--- config.mk ---
export PLATFORM = sky130hd
export DESIGN_NAME = rot_tap_buf_flat
export DESIGN_NICKNAME = d
export VERILOG_FILES = /design/src/rtl/rot_tap_buf_if.sv /design/src/rtl/rot_tap_buf.sv /design/src/flat_wrapper.sv
export SDC_FILE = /design/constraint.sdc
export NUM_CORES = 2
export LEC_CHECK = 0
export ABC_AREA = 1
export BUFFER_PORTS_ARGS = -buffer_cell sky130_fd_sc_hd__buf_2
export CAP_MARGIN = 20
export CORE_ASPECT_RATIO = 1.5
export CORE_UTILIZATION = 57
export DETAILED_ROUTE_END_ITERATION = 6
export PLACE_DENSITY = 0.76
export REMOVE_ABC_BUFFERS = 1
export SETUP_SLACK_MARGIN = 0.2
export SLEW_MARGIN = 25
export SYNTH_ARGS = -nofsm -noshare
export SYNTH_HDL_FRONTEND = slang
export SYNTH_SLANG_ARGS = --single-unit
--- constraint.sdc ---
create_clock -name clk -period 5.5 [get_ports clk]
set_clock_uncertainty 0.15 [all_clocks]
set_input_delay 0.55 -clock clk [delete_from_list [all_inputs] [get_ports clk]]
set_output_delay 0.55 -clock clk [all_outputs]
set_load 0.02 [all_outputs]
--- src/rtl/rot_tap_buf_if.sv ---
// rot_tap_buf_if: write, rotate-command and tap/phase signals of rot_tap_buf
interface rot_tap_buf_if #(
    parameter int BIT_WIDTH = 32,
    parameter int DEPTH     = 16,
    parameter int NUM_TAPS  = 6
);
    localparam int AW = $clog2(DEPTH);
    logic                          in_valid;
    logic                          in_ready;
    logic [BIT_WIDTH-1:0]          in_data;
    logic                          cmd_valid;
    logic                          cmd_ready;
    logic [AW-1:0]                 cmd_shamt;
    logic [NUM_TAPS*BIT_WIDTH-1:0] tap_data;
    logic                          tap_valid;
    logic [AW-1:0]                 phase;
    modport master (
        output in_valid, in_data, cmd_valid, cmd_shamt,
        input  in_ready, cmd_ready, tap_data, tap_valid, phase
    );
    modport slave (
        input  in_valid, in_data, cmd_valid, cmd_shamt,
        output in_ready, cmd_ready, tap_data, tap_valid, phase
    );
endinterface

--- src/rtl/rot_tap_buf.sv ---
// rot_tap_buf: shift-filled slot buffer that rotates on command and exposes fixed taps
module rot_tap_buf #(
    parameter int BIT_WIDTH = 32,
    parameter int DEPTH     = 16,
    parameter int NUM_TAPS  = 6,
    parameter logic [NUM_TAPS*$clog2(DEPTH)-1:0] TAP_IDX =
        {4'd1, 4'd15, 4'd2, 4'd14, 4'd3, 4'd13}
) (
    input logic         clk,
    input logic         rst_n,
    input logic         clr,
    rot_tap_buf_if.slave bus
);
    localparam int AW = $clog2(DEPTH);
    typedef enum logic {FILL, RUN} state_t;
    state_t               state_q, state_d;
    logic [AW-1:0]        fill_q, fill_d;
    logic [AW-1:0]        phase_q, phase_d;
    logic [BIT_WIDTH-1:0] slot_q [DEPTH];
    logic [BIT_WIDTH-1:0] slot_d [DEPTH];
    always_ff @(posedge clk) begin
        if (!rst_n) begin
            state_q <= FILL;
            fill_q  <= '0;
            phase_q <= '0;
            for (int i = 0; i < DEPTH; i++) slot_q[i] <= '0;
        end else begin
            state_q <= state_d;
            fill_q  <= fill_d;
            phase_q <= phase_d;
            slot_q  <= slot_d;
        end
    end
    always_comb begin
        state_d = state_q;
        fill_d  = fill_q;
        phase_d = phase_q;
        slot_d  = slot_q;
        if (clr) begin
            state_d = FILL;
            fill_d  = '0;
            phase_d = '0;
            for (int i = 0; i < DEPTH; i++) slot_d[i] = '0;
        end else if (state_q == FILL) begin
            if (bus.in_valid) begin
                for (int i = 0; i < DEPTH - 1; i++) slot_d[i] = slot_q[i+1];
                slot_d[DEPTH-1] = bus.in_data;
                // fill count wraps to zero on the DEPTH-th word
                fill_d  = fill_q + AW'(1);
                state_d = (fill_q == AW'(DEPTH - 1)) ? RUN : FILL;
            end
        end else begin
            if (bus.cmd_valid) begin
                for (int i = 0; i < DEPTH; i++) slot_d[i] = slot_q[AW'(i) + bus.cmd_shamt];
                phase_d = phase_q + bus.cmd_shamt;
            end
            if (bus.in_valid) slot_d[DEPTH-1] = bus.in_data;
        end
    end
    for (genvar k = 0; k < NUM_TAPS; k++) begin : g_tap
        assign bus.tap_data[k*BIT_WIDTH +: BIT_WIDTH] = slot_q[TAP_IDX[k*AW +: AW]];
    end
    assign bus.in_ready  = 1'b1;
    assign bus.cmd_ready = (state_q == RUN);
    assign bus.tap_valid = (state_q == RUN);
    assign bus.phase     = phase_q;
endmodule

--- src/flat_wrapper.sv ---
// flat-port wrapper written by rule: the top's interface ports become plain ports
module rot_tap_buf_flat 
#(
    parameter int BIT_WIDTH = 32,
    parameter int DEPTH     = 16,
    parameter int NUM_TAPS  = 6,
    parameter logic [NUM_TAPS*$clog2(DEPTH)-1:0] TAP_IDX =
        {4'd1, 4'd15, 4'd2, 4'd14, 4'd3, 4'd13}
)
  (clk, rst_n, clr, bus_in_valid, bus_in_data, bus_cmd_valid, bus_cmd_shamt, bus_in_ready, bus_cmd_ready, bus_tap_data, bus_tap_valid, bus_phase);
  rot_tap_buf_if #(.BIT_WIDTH(BIT_WIDTH), .DEPTH(DEPTH), .NUM_TAPS(NUM_TAPS)) bus_i ();
  input logic clk;
  input logic rst_n;
  input logic clr;
  input wire logic [$bits(bus_i.in_valid)-1:0] bus_in_valid;
  input wire logic [$bits(bus_i.in_data)-1:0] bus_in_data;
  input wire logic [$bits(bus_i.cmd_valid)-1:0] bus_cmd_valid;
  input wire logic [$bits(bus_i.cmd_shamt)-1:0] bus_cmd_shamt;
  output wire logic [$bits(bus_i.in_ready)-1:0] bus_in_ready;
  output wire logic [$bits(bus_i.cmd_ready)-1:0] bus_cmd_ready;
  output wire logic [$bits(bus_i.tap_data)-1:0] bus_tap_data;
  output wire logic [$bits(bus_i.tap_valid)-1:0] bus_tap_valid;
  output wire logic [$bits(bus_i.phase)-1:0] bus_phase;
  assign bus_i.in_valid = bus_in_valid;
  assign bus_i.in_data = bus_in_data;
  assign bus_i.cmd_valid = bus_cmd_valid;
  assign bus_i.cmd_shamt = bus_cmd_shamt;
  assign bus_in_ready = bus_i.in_ready;
  assign bus_cmd_ready = bus_i.cmd_ready;
  assign bus_tap_data = bus_i.tap_data;
  assign bus_tap_valid = bus_i.tap_valid;
  assign bus_phase = bus_i.phase;
  rot_tap_buf #(.BIT_WIDTH(BIT_WIDTH), .DEPTH(DEPTH), .NUM_TAPS(NUM_TAPS), .TAP_IDX(TAP_IDX)) u_core (.clk(clk), .rst_n(rst_n), .clr(clr), .bus(bus_i));
endmodule
Word level (Yosys, flattened, before mapping)
Index checks and enable logic that the tools add are counted.

cells by class
  add/sub/neg operators = 17
  $lt $le $gt $ge = 16
  eq/ne operators = 2
  muxes and demuxes = 55
  bitwise logic cells = 18
  reductions and logical operators = 7

operators with widths
  cell                                           number
  binary-select mux 32 bit (select 4 bit)        16
  2-to-1 mux 512 bit                             3
  2-to-1 mux 32 bit                              33
  >= comparator 5 bit (second input constant)    16
  inverter 4 -> 5 bit                            16
  adder 4 bit (first input constant)             8
  adder 3 x 4 -> 4 bit (first input constant)    4
  adder 2 x 4 -> 4 bit (first input constant)    2
  AND reduction 2 bit                            4
  adder 1 x 4 -> 4 bit (first input constant)    1
  adder 4 x 1 -> 4 bit (second input constant)   1
  adder 4 bit                                    1
  == test 4 bit (second input constant)          1
  nonzero test 2 bit                             2
  2-to-1 mux 1 bit                               3
  inequality test 2 bit (second input constant)  1
  inverter 1 bit                                 2
  OR reduction 2 bit                             1

word-level totals
  bits in registers = 521

Longest topological paths before layout
  depth after elaboration = 8
  mapped depth = 14

Worst setup path after synthesis
OpenSTA, ideal clock, no wires.

  path kind = input to register
  start = input bus_cmd_shamt[1]
  end = register u_core.slot_q (netlist bit u_core.bus.tap_data[163])
  arrival = 2709 ps
  required time = 5231 ps
  path slack = 2522 ps
  stages on the path = 14
  path buffers = 6
  cells stage by stage = buf_2 -> clkinv_1 -> buf_2 -> buf_1 -> ha_1 -> buf_2 -> inv_1 -> buf_2 -> clkbuf_1 -> nand3_1 -> nand3_1 -> nand3_1 -> nand3_1 -> a21oi_1

between the ends
  cells in the longest elaborated chain, start to end = 7

ends and longest elaborated chain
  item                                                   RTL line            RTL
  start, declared                                        flat_wrapper.sv:18  input wire logic [$bits(bus_i.cmd_shamt)-1:0] bus_cmd_shamt;
  adder 1 x 4 -> 4 bit                                   rot_tap_buf.sv:54   for (int i = 0; i < DEPTH; i++) slot_d[i] = slot_q[AW'(i) + bus.cmd_shamt];
  inverter 4 -> 5 bit (not written as such)              rot_tap_buf.sv:54
  binary-select mux 32 bit (select 4 bit)                rot_tap_buf.sv:54
  2-to-1 mux 32 bit (not written as such) (2 in series)  rot_tap_buf.sv:54
  2-to-1 mux 512 bit                                     rot_tap_buf.sv:53   if (bus.cmd_valid) begin
  2-to-1 mux 512 bit                                     rot_tap_buf.sv:44   end else if (state_q == FILL) begin
  end signal, assigned                                   rot_tap_buf.sv:31   slot_q <= slot_d;
  end, declared                                          rot_tap_buf.sv:19   logic [BIT_WIDTH-1:0] slot_q [DEPTH];

No other way between the ends. The select of a mux whose other input is x is not followed.
A chain may end at the register's enable or synchronous reset.

Worst setup path in the final report
  start = input bus_cmd_shamt[2]
  end = register u_core.slot_q (netlist bit u_core.bus.tap_data[156])

between the ends
  cells in the longest elaborated chain, start to end = 8

ends and longest elaborated chain
  item                                                   RTL line           RTL
  adder 4 bit                                            rot_tap_buf.sv:54
  inverter 4 -> 5 bit (not written as such)              rot_tap_buf.sv:54
  binary-select mux 32 bit (select 4 bit)                rot_tap_buf.sv:54
  2-to-1 mux 32 bit (not written as such) (2 in series)  rot_tap_buf.sv:54
  2-to-1 mux 512 bit                                     rot_tap_buf.sv:53
  2-to-1 mux 32 bit                                      rot_tap_buf.sv:57  if (bus.in_valid) slot_d[DEPTH-1] = bus.in_data;
  2-to-1 mux 512 bit                                     rot_tap_buf.sv:44

No other way between the ends. The select of a mux whose other input is x is not followed.

==> results.md <==
- Area Overhead vs Synth: 2.39%
- Synthesized area: around 45,000 um2
- Power per cell area: around 250 nW/um2
- VDD IR max: between 0.2 and 0.3 mV
- Share of the synthesized area in the top cell type: approximately 40%
- DR WL/cell: approximately 23 um
- CP delay by family, top: simple AND/OR/NAND/NOR gates
- Crit path buffers/inverters: 3
- Via count: slightly above 60,000
- Post-synthesis mux area share: 0%
- 1st-pass router iterations: 7
- Num rows: around 130
- 1st-iter DRT viols: roughly 11,000
- Commonest cells in the synthesized netlist: 3,585 x nand3_1, 1,116 x nand2_1, 997 x o21ai_0
- Layout Cells excl Fill: just over 8,000
- Largest family of logic cells by synthesized area: simple AND/OR/NAND/NOR gates
- Number of global-route vias before repair: 55,400
- Clock Root Buffer: clkbuf_16
- Worst-Margin Slew: about 1.4 ns
- Share of post-route cells with drive strength above 1: a little over 6%
- # hold bufs at CTS: 0
- Syn Area/Cell: 5.85 um2
- Met1 global-route usage: 54.5%
- Post-Synth Adder-Cell Area: less than 1%
- GRT overflow: 0
- Critical Path Source: bus_cmd_shamt[2]
- CTS tree: built
- Violated checks: DRC
- DRT Wirelength: 192 mm
- Met3 global-route usage: a little over an eighth
- Worst reg-to-reg setup slack: between 2 and 2.5 ns
- Final setup fails: 0
- Die height: roughly 350 um
- Core Util, Final: just under 60%
- Worst reg2reg path endpoint: u_core.slot_q[194]
- Primary FF master, synth: dfxtp_1
- Cells on worst reg2reg path: 7
- Yosys cell types: 27
- Fin. max-slew vios: 0
- Synth Area in Simple Gates: approximately half
- Clk_lat worst skew: just under 0.7 ns
- Drt drc: 11
- Count leader, synth: nand3_1
- Core ar.: around 79,000 um2
- RR Startpoint: u_core.bus.cmd_ready
- Yosys reg bits: about 520
- RSZ-0062 raised after global routing: false
- Layer with the highest usage: met2
- Antenna Nets Post-Route: 0
- Crit end category: flip-flop
- Final min period: 3.48 ns
- Placed insts: between 8,000 and 9,000
- Io pins: between 200 and 250
- Yosys Warn Count: 0
- Crit share post-route: between 60 and 70%
- Hold WC Path Type: input pin to flip-flop
- Initial core utilization: a little under three fifths
- Relative slew slack: approximately a tenth
- Post-synthesis sequential area ratio: about 23%
- Die width: about 230 um
- Total CTS buffers: 58
- CP arrival: slightly below 4 ns
- Synth area leaders: nand3_1 40%, dfxtp_1 23%, o21ai_0 11%
- CP startpoint kind: input pin
- CP required: about 6 ns
- Crit path kind: input pin to flip-flop
- Async S/R FF share, synth: 0%
- Die area: 80,800 um2
- # Post-CTS Setup Buffers: 0
- Cts repair resizes: 0
- Leak: ~18 nW
- GR met2 Demand/Resource: 69.0%
- H-tree depth: 2
- CTS clk-pin slew, worst paths: about 0.070 ns
- Maximum clock frequency: 287 MHz
- Max cap viols: 0
- Clk buf depth: 3
- CP Cell Sequence: buf_6, buf_4, nand2_1, nand2_4, buf_4, nand3_1, nand3_1, nand3_1, a21oi_1
- Hold Fails Final Rpt: 0
- Post-synth EDFFs: 0
- Hold depth: 5
- Synthesized instance count: 7,760
- Crit-path slowest cell: buf_4
- Final net count: roughly 7,300
- Min-Delay Endpoint: u_core.bus.tap_data[145]
- Initial antenna violation count: 3
- Worst hold path startpoint: bus_in_data[17]
- Pin count of the biggest net entering global routing: 260
- Vias per Instance: approximately 7.3
- Complex-gate fraction of the synthesized area: ~17%
- Xor and xnor area share after synthesis: less than 1%
- Port Buffers: approximately 240
- Cell taking the most area after synthesis: nand3_1
- Most frequent CP cell: nand3_1
- Global-route wire length before repair: around 300 mm
- Largest stage delay on the critical path: between 0.8 and 0.9 ns
- Maximum fanout along the worst path: 73
- GRT Overall Usage: approximately 46%
- Status: complete, but fails checks
- Post-DP HPWL: roughly 110 mm
- GP Congestion: 0.971
- CTS sink count: 521
worst register-to-register path: stages, from the launching register on:
cell,delay (ns)
dfxtp_4,0.91
nand2_8,0.35
inv_2,0.26
nor2_1,0.12
inv_8,0.57
buf_4,0.62
o21ai_0,0.18
a21oi_1,0.20
final cells by class:
| cell class | count | area (um2) |
|---|---|---|
| diodes | 2 | 5.00 |
| clock inverters | 18 | 221 |
| flip-flops and latches | 521 | 10400 |
| inverters | 59 | 277 |
| clock buffers | 89 | 1720 |
| fillers | 7959 | 32400 |
| multi-input cells | 6260 | 30400 |
| well taps | 1024 | 1280 |
| repair buffers | 323 | 2170 |
through the flow:
step	setup WS [ns]	hold WS [ns]	area [um2]	TNS (ns)	total power, mW
6_report	2.02	0.0486	46500	0	11.8
4_1_cts	2.26	0.0483	46400	0	11.5
3_5_place_dp	1.74	0.324	44500	0	7.43
3_3_place_gp	1.77	0.319	44400	0	7.37
2_1_floorplan	-16.19	0.300	40800	-8336.94	6.42
5_1_grt	1.97	0.0671	46500	0	12.1
how the worst max path moves through the flow:
stage,endpoint,slack [ns],cells past startpoint
final,u_core.bus.tap_data[156],2.02,9
after global routing,u_core.slot_q[194],1.97,7
after CTS,u_core.slot_q[194],2.26,7
after detailed placement,u_core.slot_q[328],1.74,10
after global placement,u_core.slot_q[200],1.77,10
after floorplan,u_core.bus.tap_data[0],-16.19,6
metal layers:
layer / wire (um) / up-vias
met1: 65000 / 27200
met2: 82000 / 5167
met3: 28600 / 1373
met4: 16300 / 2
li1: - / 26600
met5: 18 / -
cell usage in the layout, fill, tap and decap left out, types with 4 or more instances in the layout:
cell          n
o21ai_0     997
bufinv_16     5
buf_4        60
xor2_4        9
clkbuf_16    59
nand3_1    3585
buf_6         4
clkbuf_8     13
dfxtp_1     520
buf_2       234
clkbuf_1     17
nor2_1        7
inv_1        45
clkinv_2     15
a21oi_1     519
ha_1          9
buf_12       21
nand2_1    1111
inv_8         5
state kept, by name (all words and copies together), names as in the netlist:
signal                flops
u_core.fill_q             4
u_core.bus.phase          4
u_core.bus.cmd_ready      1
u_core.slot_q           320
u_core.bus.tap_data     192
power by group:
part / total, mW / internal (mW) / switching [mW]
Sequential: 4.09 / 3.90 / 0.187
Clock: 4.22 / 2.37 / 1.85
Combinational: 3.47 / 0.987 / 2.48
cells by family after synthesis:
kind of cell / count (synthesis)
other cells: 1
buf+inv: 979
compound gates: 1516
flops: 521
simple gates: 4720
fa+ha+maj: 12
xor+xnor: 11
No activity file was read; power rests on OpenSTA's default activity.
